File: src/rtl/burst_read_buffer.sv
// burst_read_buffer: accepts one 64-bit line read from a client, issues a
// single 4-word x 16-bit burst read on the memory port, and reassembles the
// returned words into the line {w3,w2,w1,w0}.
// Optional feature: define BURST_READ_BUFFER_HIT_EN to add a one-entry line
// tag so a repeat read of the last fetched line completes without a burst.
module burst_read_buffer (
    input  logic        clock,
    input  logic        reset,
    input  logic        io_in_rd,
    input  logic [31:0] io_in_addr,
    output logic        io_in_wait_n,
    output logic        io_in_valid,
    output logic [63:0] io_in_dout,
    output logic        io_out_rd,
    output logic [24:0] io_out_addr,
    input  logic        io_out_wait_n,
    input  logic        io_out_valid,
    input  logic [15:0] io_out_dout,
    input  logic        io_out_burstDone
);

    typedef enum logic [1:0] {IDLE, REQ, COLLECT, DONE} state_t;

    state_t          state;
    logic [21:0]     line_addr;   // addrReg[24:3]; the low 3 bits are always zero
    logic [2:0]      cnt;         // saturates at 4 so extra words are dropped
    logic [3:0][15:0] words;
    logic            hit;

    // Byte-offset and high address bits carry no meaning for a line fetch.
    logic unused_addr_bits;
    assign unused_addr_bits = ^{io_in_addr[31:25], io_in_addr[2:0]};

`ifdef BURST_READ_BUFFER_HIT_EN
    logic [21:0] tag;
    logic        tag_valid;

    // In DONE the line just assembled is already usable, so compare against
    // the live address register rather than the tag that is being written.
    always_comb begin
        hit = 1'b0;
        if (state == DONE)
            hit = (io_in_addr[24:3] == line_addr);
        else
            hit = tag_valid && (io_in_addr[24:3] == tag);
    end

    // Tag captures the completed line on every DONE; only reset clears it.
    always_ff @(posedge clock) begin
        if (reset) begin
            tag       <= '0;
            tag_valid <= 1'b0;
        end else if (state == DONE) begin
            tag       <= line_addr;
            tag_valid <= 1'b1;
        end
    end
`else
    assign hit = 1'b0;
`endif

    assign io_out_addr = {line_addr, 3'b000};
    assign io_in_dout  = words;

    // Main FSM; handshake outputs are registered alongside the next state.
    always_ff @(posedge clock) begin
        if (reset) begin
            state        <= IDLE;
            line_addr    <= '0;
            cnt          <= '0;
            words        <= '0;
            io_in_wait_n <= 1'b1;
            io_in_valid  <= 1'b0;
            io_out_rd    <= 1'b0;
        end else begin
            case (state)
                IDLE, DONE: begin
                    io_in_valid <= 1'b0;
                    if (io_in_rd) begin
                        line_addr <= io_in_addr[24:3];
                        cnt       <= '0;
                        if (hit) begin
                            state        <= DONE;
                            io_in_valid  <= 1'b1;
                            io_in_wait_n <= 1'b1;
                            io_out_rd    <= 1'b0;
                        end else begin
                            state        <= REQ;
                            io_in_wait_n <= 1'b0;
                            io_out_rd    <= 1'b1;
                        end
                    end else begin
                        state        <= IDLE;
                        io_in_wait_n <= 1'b1;
                        io_out_rd    <= 1'b0;
                    end
                end
                REQ: begin
                    // Memory never returns data in the acceptance cycle.
                    if (io_out_wait_n) begin
                        state     <= COLLECT;
                        io_out_rd <= 1'b0;
                    end
                end
                COLLECT: begin
                    // A word coinciding with burstDone is stored before leaving.
                    if (io_out_valid && (cnt < 3'd4)) begin
                        words[cnt[1:0]] <= io_out_dout;
                        cnt             <= cnt + 3'd1;
                    end
                    if (io_out_burstDone) begin
                        state        <= DONE;
                        io_in_valid  <= 1'b1;
                        io_in_wait_n <= 1'b1;
                    end
                end
                default: begin
                    state        <= IDLE;
                    io_in_wait_n <= 1'b1;
                    io_in_valid  <= 1'b0;
                    io_out_rd    <= 1'b0;
                end
            endcase
        end
    end

endmodule
File: config.mk
export PLATFORM = sky130hd
export DESIGN_NAME = burst_read_buffer
export DESIGN_NICKNAME = d
export VERILOG_FILES = /design/src/rtl/burst_read_buffer.sv
export SDC_FILE = /design/constraint.sdc
export NUM_CORES = 1
export LEC_CHECK = 0
export ABC_CLOCK_PERIOD_IN_PS = 2350
export CORE_UTILIZATION = 44
export CTS_BUF_LIST = sky130_fd_sc_hd__clkbuf_4
export CTS_CLUSTER_DIAMETER = 40
export DETAILED_ROUTE_END_ITERATION = 10
export GPL_ROUTABILITY_DRIVEN = 1
export MAX_ROUTING_LAYER = met4
export PLACE_DENSITY_LB_ADDON = 0.12
export SLEW_MARGIN = 20
export SYNTH_ARGS = -nofsm -noshare
export SYNTH_HDL_FRONTEND = slang
export SYNTH_SLANG_ARGS = --single-unit
export TNS_END_PERCENT = 30
File: constraint.sdc
create_clock -name clock -period 2.35 [get_ports clock]
set_clock_uncertainty 0.1 [all_clocks]
set_input_delay 0.47 -clock clock [delete_from_list [all_inputs] [get_ports clock]]
set_output_delay 0.47 -clock clock [all_outputs]
set_load 0.1 [all_outputs]
* Word level (Yosys, flattened, before mapping)
Cells that the tools add are included.
** Operators by class
- Add/sub/neg operators :: 1
- Order comparisons :: 3
- Equal/unequal tests :: 7
- Multiplexer cells :: 17
- Reductions and logical operators :: 12
** Operators by type and width (count)
- $bwmux W64 :: 1
- $demux W16 S2 :: 1
- $mux W16 :: 1
- $reduce_and A2 Y1 :: 5
- $ne A2 B2 Y1 const B :: 4
- $mux W3 :: 2
- $pmux W1 S2 :: 3
- $pmux W2 S3 :: 1
- $pmux W3 S2 :: 1
- $mux W1 :: 5
- $eq A2 B2 Y1 const B :: 2
- $mux W2 :: 2
- $reduce_bool A2 Y1 :: 2
- $add A3 B1 Y3 const B :: 1
- $lt A2 B3 Y1 const B :: 1
- $lt A3 B3 Y1 const B :: 1
- $reduce_and A3 Y1 :: 1
- $eq A2 B1 Y1 const B :: 1
- $ge A2 B1 Y1 const B :: 1
- $logic_and A1 B1 Y1 :: 2
- $logic_not A2 Y1 :: 1
- $reduce_or A2 Y1 :: 1
** Storage, ports and cells
- Register bits :: 94
- Input bits :: 54
- Output and inout port bits :: 92
- Word-level logic and storage cells :: 50

* Logic depth before layout (Yosys ltp)
- Depth after elaboration :: 5
- Gate-level depth with buffers :: 9

* Worst setup path after synthesis
Ideal clock, no wire load.
- Path type :: reg-to-reg
- Start :: register state[0]
- End :: register words (netlist bit io_in_dout[28])
- Library setup time :: 0.132 ns
- Arrival time :: 1.452 ns
- Data required time :: 2.118 ns
- Setup slack :: 0.666 ns
- Stages on the path, launching flop included :: 10
- Buffers on the path :: 3
- Period minus slack after synthesis :: 1.684 ns
- Cell sequence :: dfxtp_1 -> inv_1 -> ha_1 -> and3b_1 -> buf_4 -> and2_1 -> buf_4 -> buf_6 -> nand2_1 -> a21oi_1
** On the way
- Word-level cells in the longest chain between the ends :: 2
** Ends and longest elaborated chain
- start, declared :: RTL line 24 : state_t state;
- start signal, assigned :: RTL line 68 : state <= IDLE;
- start signal, assigned :: RTL line 83 : state <= DONE;
- start signal, assigned :: RTL line 88 : state <= REQ;
- $eq A2 B2 Y1 :: RTL line 76 : case (state)
- $reduce_and A2 Y1 (no line)
- end signal, assigned by index :: RTL line 108 : words[cnt[1:0]] <= io_out_dout;
- end, declared :: RTL line 27 : logic [3:0][15:0] words;
No other way between the ends.
A chain may end at the register's enable or synchronous reset.

* Worst setup path after layout
- Start :: register state[0]
- End :: register words (netlist bit io_in_dout[38])
Same word-level chain as after synthesis.

==> qor.yml <==
outcome: "completed"
hold-worst-slack_ps: 209
hpwlAfterDp_mm: 6.22
num_vias: 3257
worst_slew_margin_relative_to_its_limit_pct: 61.4
antenna_diode_count: 0
worst_skew_pair_latency_ps: 430
total_routing_usage_gr_pct: 22.1
clkSlewWorstSetupHoldPaths_ps: 140
finalNetCount: 629
floorplan.initialDensity_pct: 45.6
netlist_area_um2: 3520
static-leakage-power_nw: 1.94
finish.cell_count_without_fillers: 674
fp.dieW_um: 91.5
finalWirelength_mm: 8.64
syn-mean-instance-area_um2: 8.02
post_route_fraction_of_the_period_consumed_by_the_critical_path_pct: 81.7
hold_class: "in -> reg"
fin_tns_setup_ps: 0
antenna_left: 0
grt_setup_unrepaired: "false"
cts_post_setup_buffers_inserted: 0
routed_wire_per_std_cell_um: 12.8
crit_path_start_kind: "register"
crit_type: "reg -> reg"
finish.utilization_pct: 61.8
synthCells: 439
pin_count_of_the_biggest_net_entering_global_routing: 50
timing_hold_violations_final: 0
cts_htree_levels: 3
clk_root_buffer_cell: "sky130_fd_sc_hd__clkbuf_4"
final_period_minus_worst_setup_slack_ps: 1920
wire_length_of_the_first_global_routing_pass_mm: 14.2
placeableCoreArea_um2: 7730
endpoint_kind: "register"
fmax_ghz: 0.521
synth_seq_cells: 94
cts.repair.resized: 0
placement_rows: 32
fp.dieH_um: 91.5
sequential_area_share_after_synthesis_pct: 53.4
path_max_fanout: 16
tritoncts.num_buffers: 9
route.detailed.vias_per_inst: 4.83
cts_hold_buffers: 0
clock-sinks: 94
globalRouteOverflowTotal: 0
area_of_the_die_um2: 8370
number_of_top_level_design_ports: 146
initialDrtViolationCount: 157
synth.lib_cells_used.distinct: 25
fillers: 722
place.port_buffers: 132
finalSetupViolCount: 0
worstMarginPinSlew_ps: 577
cap_violations: 0
clock_tree_from_tritoncts: "yes"
first_pass_iters: 6
clock_path_buffers: 2
ys.warnings.count: 0
first_global_vias: 2950
max-vdd-ir-drop_v: 0.000675
layout_area_growth_over_synthesis_pct: 35.5
share_of_cells_above_drive_strength_1_pct: 20.6
antenna_found_initial: 0
cp_data_required_time_ps: 2620
gp_routability_congestion: 0.771
number_of_design_rule_violations_left_after_detail_routing: 0
place_inst: 658
powerDensity_nw_per_um2: 928
timing.final.max_slew_violations: 0
endpoint_arrival_time_on_the_critical_path_ps: 2190
[worst max-delay path, stage by stage (launching register included)]
cell	delay (ps)
sky130_fd_sc_hd__dfxtp_1	420
sky130_fd_sc_hd__inv_1	80
sky130_fd_sc_hd__ha_1	250
sky130_fd_sc_hd__and3b_1	270
sky130_fd_sc_hd__nand2_1	470
sky130_fd_sc_hd__nand2_1	120
sky130_fd_sc_hd__a21oi_1	150
[cell usage after synthesis]
cell / count / area, um^2
sky130_fd_sc_hd__nand2_1: 179 / 672
sky130_fd_sc_hd__dfxtp_1: 94 / 1880
sky130_fd_sc_hd__a21oi_1: 90 / 450
sky130_fd_sc_hd__buf_4: 12 / 90.1
sky130_fd_sc_hd__clkbuf_1: 11 / 41.3
sky130_fd_sc_hd__ha_1: 8 / 100
sky130_fd_sc_hd__inv_1: 7 / 26.3
sky130_fd_sc_hd__nor2_1: 7 / 26.3
sky130_fd_sc_hd__and2_1: 4 / 25.0
sky130_fd_sc_hd__buf_6: 4 / 45.0
sky130_fd_sc_hd__mux2i_1: 4 / 40.0
sky130_fd_sc_hd__nand2b_1: 3 / 18.8
sky130_fd_sc_hd__buf_2: 2 / 10.0
sky130_fd_sc_hd__nor2b_1: 2 / 12.5
sky130_fd_sc_hd__o21ai_0: 2 / 10.0
sky130_fd_sc_hd__a211oi_1: 1 / 7.51
sky130_fd_sc_hd__a221oi_2: 1 / 15.0
sky130_fd_sc_hd__a32o_1: 1 / 10.0
sky130_fd_sc_hd__and2_0: 1 / 6.26
sky130_fd_sc_hd__and3b_1: 1 / 8.76
sky130_fd_sc_hd__buf_1: 1 / 3.75
sky130_fd_sc_hd__conb_1: 1 / 3.75
sky130_fd_sc_hd__nand3_1: 1 / 5.00
sky130_fd_sc_hd__nor3b_1: 1 / 7.51
sky130_fd_sc_hd__o21ai_1: 1 / 5.00
[where the power goes]
group	internal [mW]	switching (mW)
Combinational	0.453	1.40
Clock	0.250	0.502
Sequential	1.74	0.0853
[stage by stage]
| stage | instance area (um^2) | total power, mW | worst slack, ps |
|---|---|---|---|
| final | 4770 | 4.43 | 429 |
| after global routing | 4770 | 4.67 | 198 |
| after CTS | 4770 | 4.46 | 412 |
| after global placement | 4660 | 3.69 | 220 |
| after floorplan | 3530 | 3.31 | 666 |
| after detailed placement | 4660 | 3.72 | 173 |
[flip-flops by register name (all words and copies together), names as in the netlist]
register / cells
io_in_wait_n: 1
state: 2
io_in_valid: 1
io_out_rd: 1
cnt: 3
line_addr: 22
io_in_dout: 64
[cell families (layout without fill, tap and decap cells)]
kind of cell	count (synthesis)	in the layout	synth area share [%]
other	1	3	0.106
AOI/OAI and AO/OA	96	96	14.1
DFF	94	94	53.4
adders and majority gates	8	8	2.84
and+or+nand+nor	199	199	22.2
buffers and inverters	37	168	6.15
muxes	4	4	1.14
[final cells by class]
class | count | area (um^2) | share of cell area (%)
Clock buffer | 12 | 90.1 | 1.89
Clock inverter | 4 | 23.8 | 0.498
Inverter | 7 | 26.3 | 0.551
Multi-Input combinational cell | 310 | 1430 | 30.0
Sequential cell | 94 | 1880 | 39.4
Tap cell | 102 | 128 | 2.67
Timing Repair Buffer | 145 | 1190 | 25.0
[cell usage in the layout (no fill, tap or decap), types with 4 or more instances in the layout]
cell type	count
sky130_fd_sc_hd__a21oi_1	90
sky130_fd_sc_hd__and2_1	4
sky130_fd_sc_hd__buf_4	102
sky130_fd_sc_hd__clkbuf_4	12
sky130_fd_sc_hd__clkdlybuf4s50_1	42
sky130_fd_sc_hd__dfxtp_1	94
sky130_fd_sc_hd__ha_1	8
sky130_fd_sc_hd__inv_1	7
sky130_fd_sc_hd__mux2i_1	4
sky130_fd_sc_hd__nand2_1	179
sky130_fd_sc_hd__nor2_1	7
[worst paths after layout]
check	from	slack, ps	cells past startpoint	to
setup / recovery	state[0]$_SDFFE_PP0P_	430	6	io_in_dout[38]$_SDFFE_PP0P_
hold / removal	reset	210	2	io_out_rd$_SDFFE_PP0P_
setup reg to reg	state[0]$_SDFFE_PP0P_	430	6	io_in_dout[38]$_SDFFE_PP0P_
hold reg to reg	line_addr[18]$_SDFFE_PP0P_	360	2	line_addr[18]$_SDFFE_PP0P_
[metal layers]
layer	vias up	global-route usage, %	wire length [um]	part of all wire, %
li1	1654	-	-	-
met1	1489	27.6	3860	45
met2	102	34.3	4040	47
met3	12	6.20	589	6.8
met4	0	7.67	147	1.7
met5	-	-	0	0
No activity file was read; power rests on OpenSTA's default activity.
